--- config.mk ---
export PLATFORM = sky130hd
export DESIGN_NAME = dispatch_queue
export DESIGN_NICKNAME = d
export VERILOG_FILES = /design/src/rtl/dispatch_queue.sv
export SDC_FILE = /design/constraint.sdc
export NUM_CORES = 1
export LEC_CHECK = 0
export CAP_MARGIN = 25
export CORE_MARGIN = 2
export CORE_UTILIZATION = 40
export CTS_BUF_LIST = sky130_fd_sc_hd__clkbuf_2
export CTS_CLUSTER_DIAMETER = 60
export CTS_CLUSTER_SIZE = 20
export DETAILED_ROUTE_END_ITERATION = 12
export PLACE_DENSITY_LB_ADDON = 0.2
export SYNTH_ARGS = -nofsm -noshare
export SYNTH_HDL_FRONTEND = slang
export SYNTH_SLANG_ARGS = --single-unit
--- constraint.sdc ---
create_clock -name in_clk -period 15 [get_ports in_clk]
set_input_delay 2.25 -clock in_clk [delete_from_list [all_inputs] [get_ports in_clk]]
set_output_delay 2.25 -clock in_clk [all_outputs]
set_load 0.03 [all_outputs]
--- src/rtl/dispatch_queue.sv ---
// Circular instruction queue between fetch and decode: accepts up to FETCH_W
// lanes per cycle, dispatches one per cycle, and stops fetching once an HLT is queued.
module dispatch_queue #(
   parameter int DEPTH   = 8,
   parameter int FETCH_W = 2,
   parameter int INSN_W  = 32,
   parameter int PC_W    = 64
) (
   input  logic                         in_clk,
   input  logic                         in_rst_n,
   input  logic                         in_flush,
   input  logic [FETCH_W-1:0]           in_fetch_valid,
   input  logic [FETCH_W*INSN_W-1:0]    in_fetch_insnbits,
   input  logic [FETCH_W*PC_W-1:0]      in_fetch_pc,
   output logic                         out_fetch_ready,
   output logic                         out_disp_valid,
   output logic [INSN_W-1:0]            out_disp_insnbits,
   output logic [PC_W-1:0]              out_disp_pc,
   input  logic                         in_disp_ready,
   output logic [$clog2(DEPTH+1)-1:0]   out_count,
   output logic                         out_halted
);

   localparam int PTR_W = $clog2(DEPTH);
   localparam int CNT_W = $clog2(DEPTH+1);

   logic [INSN_W-1:0] mem_insn [DEPTH];
   logic [PC_W-1:0]   mem_pc   [DEPTH];

   logic [PTR_W-1:0] head_q, head_d;
   logic [PTR_W-1:0] tail_q, tail_d;
   logic [CNT_W-1:0] count_q, count_d;
   logic             halted_q, halted_d;

   logic [INSN_W-1:0] lane_insn [FETCH_W];
   logic [PC_W-1:0]   lane_pc   [FETCH_W];
   logic [FETCH_W-1:0] lane_hlt;
   logic [FETCH_W-1:0] lane_acc;
   logic [CNT_W-1:0]   acc_cnt;
   logic               acc_hlt;
   logic               keep;
   logic [CNT_W-1:0]   free_slots;
   logic               deq;

   genvar gi;
   generate
      for (gi = 0; gi < FETCH_W; gi++) begin : g_lane
         assign lane_insn[gi] = in_fetch_insnbits[gi*INSN_W +: INSN_W];
         assign lane_pc[gi]   = in_fetch_pc[gi*PC_W +: PC_W];
         // HLT #imm: fixed opcode bits [31:21], imm16 in [20:5] is ignored
         assign lane_hlt[gi]  = (lane_insn[gi][31:21] == 11'b110_1010_0010) &&
                                (lane_insn[gi][4:0] == 5'b0_0000);
      end
   endgenerate

   // No credit is taken for a same-cycle dequeue.
   assign free_slots      = CNT_W'(DEPTH) - count_q;
   assign out_fetch_ready = (free_slots >= CNT_W'(FETCH_W)) & ~halted_q & ~in_flush;

   // Accept the contiguous valid prefix, closing the group after an HLT lane.
   always_comb begin
      lane_acc = '0;
      acc_cnt  = '0;
      acc_hlt  = 1'b0;
      keep     = out_fetch_ready;
      for (int i = 0; i < FETCH_W; i++) begin
         if (keep && in_fetch_valid[i]) begin
            lane_acc[i] = 1'b1;
            acc_cnt     = acc_cnt + CNT_W'(1);
            if (lane_hlt[i]) begin
               acc_hlt = 1'b1;
               keep    = 1'b0;
            end
         end else begin
            keep = 1'b0;
         end
      end
   end

   assign out_disp_valid    = (count_q != '0);
   assign out_disp_insnbits = mem_insn[head_q];
   assign out_disp_pc       = mem_pc[head_q];
   assign out_count         = count_q;
   assign out_halted        = halted_q;

   assign deq = out_disp_valid & in_disp_ready;

   always_comb begin
      head_d   = head_q;
      tail_d   = tail_q;
      count_d  = count_q;
      halted_d = halted_q;
      if (in_flush) begin
         head_d   = '0;
         tail_d   = '0;
         count_d  = '0;
         halted_d = 1'b0;
      end else begin
         tail_d  = tail_q + PTR_W'(acc_cnt);
         head_d  = head_q + PTR_W'(deq);
         count_d = count_q + acc_cnt - CNT_W'(deq);
         if (acc_hlt) begin
            halted_d = 1'b1;
         end
      end
   end

   always_ff @(posedge in_clk or negedge in_rst_n) begin
      if (!in_rst_n) begin
         head_q   <= '0;
         tail_q   <= '0;
         count_q  <= '0;
         halted_q <= 1'b0;
      end else begin
         head_q   <= head_d;
         tail_q   <= tail_d;
         count_q  <= count_d;
         halted_q <= halted_d;
      end
   end

   // Storage is not reset; occupancy is defined by the pointers alone.
   always_ff @(posedge in_clk) begin
      for (int i = 0; i < FETCH_W; i++) begin
         if (lane_acc[i]) begin
            mem_insn[tail_q + PTR_W'(i)] <= lane_insn[i];
            mem_pc[tail_q + PTR_W'(i)]   <= lane_pc[i];
         end
      end
   end

`ifdef DEBUG
`ifndef SYNTHESIS
   always @(posedge in_clk) begin
      if (in_rst_n) begin
         for (int i = 0; i < FETCH_W; i++) begin
            if (lane_acc[i]) begin
               $display("[dispatch_queue] enq pc=%h insn=%h", lane_pc[i], lane_insn[i]);
            end
         end
         if (deq && !in_flush) begin
            $display("[dispatch_queue] deq pc=%h insn=%h", out_disp_pc, out_disp_insnbits);
         end
      end
   end
`endif
`endif

endmodule

# ---- Word-level counts from Yosys, hierarchy flattened
# Memory sizes are Yosys's and may differ from the RTL's.
# Cells that the tools add are included.
dict set report op_classes {
  addsub 7
  n_mul 0
  n_div 0
  n_lt_le_gt_ge 1
  n_eq_ne 2
  n_shift 0
  mux 19
  n_bitwise 5
  n_reduce_logical 8
}
# cell count
set op_table {}
lappend op_table {{equality test 11 bit, second input constant} 2}
lappend op_table {{2-to-1 mux 1 bit} 15}
lappend op_table {{zero test 5 bit} 2}
lappend op_table {{2-to-1 mux 4 bit} 2}
lappend op_table {{2-to-1 mux 3 bit} 2}
lappend op_table {{adder 4 x 1 -> 4 bit, second input constant} 1}
lappend op_table {{adder 4 bit} 1}
lappend op_table {{>= comparator 4 x 2 -> 1 bit, second input constant} 1}
lappend op_table {{logical AND 1 bit} 4}
lappend op_table {{nonzero test 4 bit} 1}
lappend op_table {{subtractor 4 x 1 -> 4 bit} 1}
lappend op_table {{subtractor 4 bit, first input constant} 1}
lappend op_table {{adder 3 x 1 -> 3 bit} 1}
lappend op_table {{adder 3 x 1 -> 3 bit, second input constant} 1}
lappend op_table {{adder 3 bit} 1}
lappend op_table {{bitwise AND 1 bit} 3}
lappend op_table {{NOT 1 bit} 2}
lappend op_table {{nonzero test 2 bit} 1}
dict set report totals {
  reg_bits 11
  latch_bits 0
  mem_bits_rw 768
  rom_bits 0
  in_bits 198
  out_inout_bits 103
  word_cells 48
  memories 2
}
# name depth word_bits rd rd_clocked_by_memory_dff write_ports line
set mem_list {}
lappend mem_list {mem_pc 8 64 1 0 2 28} ;# logic [PC_W-1:0] mem_pc [DEPTH];
lappend mem_list {mem_insn 8 32 1 0 2 27} ;# logic [INSN_W-1:0] mem_insn [DEPTH];

# ---- Logic depth before layout (Yosys ltp)
dict set report logic_depth {
  ltp_word 11
  depth_mapped 15
  ltp_nobuf 15
}

# ---- Worst setup path before layout
# Ideal clock, no wire load.
dict set report synth_path {
  path_type {input-to-reg}
  startpoint {input port in_flush}
  endpoint {memory mem_insn[5][0] (enable)}
  setup_time_ns 0.582
  t_arrival_ns 8.175
  t_required_ns 14.418
  path_slack_ns 6.243
  stages 3
  path_buffers 0
  path_cell_list {a311oi_1 > nand2_2 > a21oi_1}
}
# item line
set synth_rtl {}
lappend synth_rtl {{from (decl)} 11} ;# input logic in_flush,
lappend synth_rtl {{to (decl)} 27}

# ---- Worst setup path after layout
dict set report layout_path {
  startpoint {register head_q[0]}
  endpoint {output port out_disp_pc[33]}
}
dict set report layout_between {
  elab_chain_len 1
}
# item line
set layout_lines {}
lappend layout_lines {{from (decl)} 30} ;# logic [PTR_W-1:0] head_q, head_d;
lappend layout_lines {{from (signal assigned)} 110} ;# head_q <= '0;
lappend layout_lines {{from (signal assigned)} 115} ;# head_q <= head_d;
lappend layout_lines {{memory (8 x 64 bit)} n/a}
lappend layout_lines {{to (decl)} 18} ;# output logic [PC_W-1:0] out_disp_pc,
# No other way between the ends.

==> impl_metrics.sql <==
INSERT INTO impl_metrics (metric_group, metric, value, unit) VALUES
('critical_path', 'path_max_fanout', '40', ''),
('critical_path', 'cp.arrival', '5.49', 'ns'),
('sta', 'grt_setup_unrepaired', 'no', ''),
('clock_tree', 'cts_max_level', '3', ''),
('critical_path', 'path_class', 'flip-flop to primary output', ''),
('power_and_ir_drop', 'largest_voltage_drop_on_the_vdd_net', '0.0773', 'mV'),
('status', 'run_status', 'finished clean', ''),
('clock_tree', 'post_cts.resized_instances', '0', ''),
('clock_tree', 'cts.hold.buffers_added', '0', ''),
('synthesis', 'synthAdderAreaFrac', '0.00517', ''),
('placement', 'detailed_place.area', '43500', 'sq um'),
('sta', 'final-hold-violation-count', '0', ''),
('sta', 'setup_tns', '0', 'ns'),
('synthesis', 'syn_nets', '2291', ''),
('clock_tree', 'post_cts.repair.setup_buffers', '0', ''),
('clock_tree', 'cts-buffers-inserted', '80', ''),
('drt', 'dr.pass1.iters', '5', ''),
('synthesis', 'multiplexer_share_of_the_synthesized_area', '0.366', ''),
('power_and_ir_drop', 'power_frac_comb', '0.325', ''),
('synthesis', 'main_combinational_cell_family_by_area_after_synthesis', 'multiplexers', ''),
('critical_path', 'worst_r2r_endpoint', 'mem_pc[7][51]', ''),
('critical_path', 'critical_path.endpoint_type', 'primary output', ''),
('power_and_ir_drop', 'clock_power_share', '0.210', ''),
('sta', 'worst_pin_slew', '1.08', 'ns'),
('placement', 'number_of_buffers_added_on_ports', '300', ''),
('sta', 'slew_violations', '0', ''),
('placement', 'gp_routability_congestion', '0.757', ''),
('final_layout', 'fillerInstances', '8369', ''),
('sta', 'hold_slack', '0.562', 'ns'),
('synthesis', 'yosys_most_used_dff', 'sky130_fd_sc_hd__edfxtp_1', ''),
('placement', 'pre_cts_slack', '7.97', 'ns'),
('global_route', 'grt_most_used_layer', 'met2', ''),
('critical_path', 'ff2ff_setup_slack', '10.67', 'ns'),
('drt', 'drc_errors', '0', ''),
('synthesis', 'synth_cells', '2078', ''),
('die', 'fp-row-count', '114', ''),
('critical_path', 'worst_setup_path_start_kind', 'flip-flop', ''),
('sta', 'setup_slack', '7.26', 'ns'),
('power_and_ir_drop', 'p_int', '3.81', 'mW'),
('global_route', 'globalRouteMet1Util', '0.270', ''),
('synthesis', 'syn_area', '39200', 'sq um'),
('final_layout', 'final_cell_area', '44800', 'sq um'),
('min_path', 'hold_path_end', 'out_halted', ''),
('global_route', 'globalRouteMet3Util', '0.0341', ''),
('drt', 'totalWireLength', '108000', 'microns'),
('die', 'die_w', '317', 'microns'),
('power_and_ir_drop', 'power_switching_share', '0.332', ''),
('global_route', 'global_route_wire_length_before_repair', '156000', 'microns'),
('die', 'io-pin-count', '301', ''),
('critical_path', 'worstRegToRegCells', '10', ''),
('min_path', 'hold_path_startpoint', 'out_halted', ''),
('global_route', 'grt_use_met2', '0.380', ''),
('synthesis', 'ys_ff_latch', '779', ''),
('synthesis', 'synthArstFlopShare', '0.0141', ''),
('drt', 'detail-route-antenna-nets', '0', ''),
('min_path', 'min_path_type', 'flip-flop to flip-flop', ''),
('synthesis', 'synthesized_area_fraction_occupied_by_xor_and_xnor_cells', '0.00179', ''),
('sta', 'timing.max_slew.rel_slack', '0.278', ''),
('drt', 'drtIter0Drc', '1513', ''),
('sta', 'period_needed', '7.74', 'ns'),
('clock_tree', 'worst_setup_hold_path_clk_slew', '0.22', 'ns'),
('synthesis', 'yosysSeqAreaShare', '0.595', ''),
('final_layout', 'design.final.nets', '2580', ''),
('drt', 'vias_per_cell', '5.66', ''),
('power_and_ir_drop', 'powerDensity', '127', 'nW/um^2'),
('global_route', 'grt_pass1_vias', '22900', ''),
('global_route', 'sum_of_overflow_across_all_layers_after_global_routing', '0', ''),
('final_layout', 'final_layout_size_suffix_gt1_frac', '0.523', ''),
('final_layout', 'stdcell_count', '3720', ''),
('synthesis', 'post_synth.cell_area_avg', '18.9', 'sq um'),
('synthesis', 'synth-compound-area-share', '0.00293', '');
-- cells in the mapped netlist, types with 2 or more instances --
master	number	area (sq um)
sky130_fd_sc_hd__mux2_2	784	8830
sky130_fd_sc_hd__a32oi_1	3	26.3
sky130_fd_sc_hd__nand3_1	2	10.0
sky130_fd_sc_hd__a22oi_1	2	15.0
sky130_fd_sc_hd__nor3_1	3	15.0
sky130_fd_sc_hd__nor4_1	2	12.5
sky130_fd_sc_hd__dfrtp_1	11	275
sky130_fd_sc_hd__xor2_1	3	26.3
sky130_fd_sc_hd__ha_1	13	163
sky130_fd_sc_hd__nor2b_1	5	31.3
sky130_fd_sc_hd__and3_1	2	12.5
sky130_fd_sc_hd__and2_0	2	12.5
sky130_fd_sc_hd__mux2_4	80	1200
sky130_fd_sc_hd__nor2_1	16	60.1
sky130_fd_sc_hd__xnor2_1	5	43.8
sky130_fd_sc_hd__buf_1	14	52.6
sky130_fd_sc_hd__or4bb_1	2	22.5
sky130_fd_sc_hd__nand2_1	3	11.3
sky130_fd_sc_hd__buf_4	24	180
sky130_fd_sc_hd__clkbuf_1	42	158
sky130_fd_sc_hd__mux4_2	192	4320
sky130_fd_sc_hd__buf_2	46	230
sky130_fd_sc_hd__nand3_2	6	60.1
sky130_fd_sc_hd__fa_1	2	40.0
sky130_fd_sc_hd__inv_1	14	52.6
sky130_fd_sc_hd__buf_6	12	135
sky130_fd_sc_hd__edfxtp_1	768	23100
sky130_fd_sc_hd__a21oi_1	5	25.0
-- worst max-delay path by stage --
stage / start / endpoint / slack (ns) / cells past startpoint
after floorplan: in_flush / mem_insn[5][0] / 6.24 / 3
after global placement: in_fetch_insnbits[0] / mem_pc[6][39] / 8.05 / 8
after detailed placement: in_fetch_insnbits[0] / mem_pc[6][61] / 7.97 / 8
after CTS: head_q[0] / out_disp_pc[38] / 6.87 / 5
after global routing: head_q[0] / out_disp_pc[38] / 6.79 / 5
final: head_q[0] / out_disp_pc[33] / 7.26 / 5
-- cells by family after synthesis --
family	after synthesis
AOI/OAI and AO/OA	14
xor gates and xnor gates	8
adders and majority gates	15
buffers and inverters	153
DFF	779
muxes	1056
and+or+nand+nor	53
-- registers in the layout, summed over array words and instances (netlist names) --
name        cells
mem_insn      256
out_count       4
head_q          3
tail_q          3
mem_pc        512
out_halted      1
-- metal layers --
| metal | wire [microns] | vias up |
|---|---|---|
| met3 | 5000 | 129 |
| met1 | 44600 | 11200 |
| li1 | - | 9142 |
| met2 | 56400 | 516 |
| met4 | 2170 | 20 |
| met5 | 129 | - |
-- power by group through the flow --
| stage | logic (mW) | registers (mW) | clock network (mW) |
|---|---|---|---|
| 2_1_floorplan | 1.22 | 2.67 | 0 |
| 3_3_place_gp | 1.86 | 2.69 | 0 |
| 3_5_place_dp | 1.87 | 2.70 | 0 |
| 4_1_cts | 1.88 | 2.65 | 1.25 |
| 5_1_grt | 1.96 | 2.67 | 1.32 |
| 6_report | 1.85 | 2.65 | 1.20 |
-- critical path: stages (launching register included) --
cell	delay [ns]
sky130_fd_sc_hd__dfrtp_4	1.04
sky130_fd_sc_hd__buf_4	0.80
sky130_fd_sc_hd__buf_4	0.82
sky130_fd_sc_hd__mux4_2	0.60
sky130_fd_sc_hd__mux2_2	0.27
sky130_fd_sc_hd__clkdlybuf4s50_1	0.65
-- area by class of cell --
cell class / count / share of cell area
timing repair buffer: 345 / 0.0755
clock inverter: 62 / 0.0162
multi-input combinational: 1146 / 0.339
antenna: 11 / 0.000615
sequential: 779 / 0.522
tap: 1276 / 0.0357
clock buffer: 86 / 0.00962
inverter: 15 / 0.00126
(Power assumes the default switching activity.)
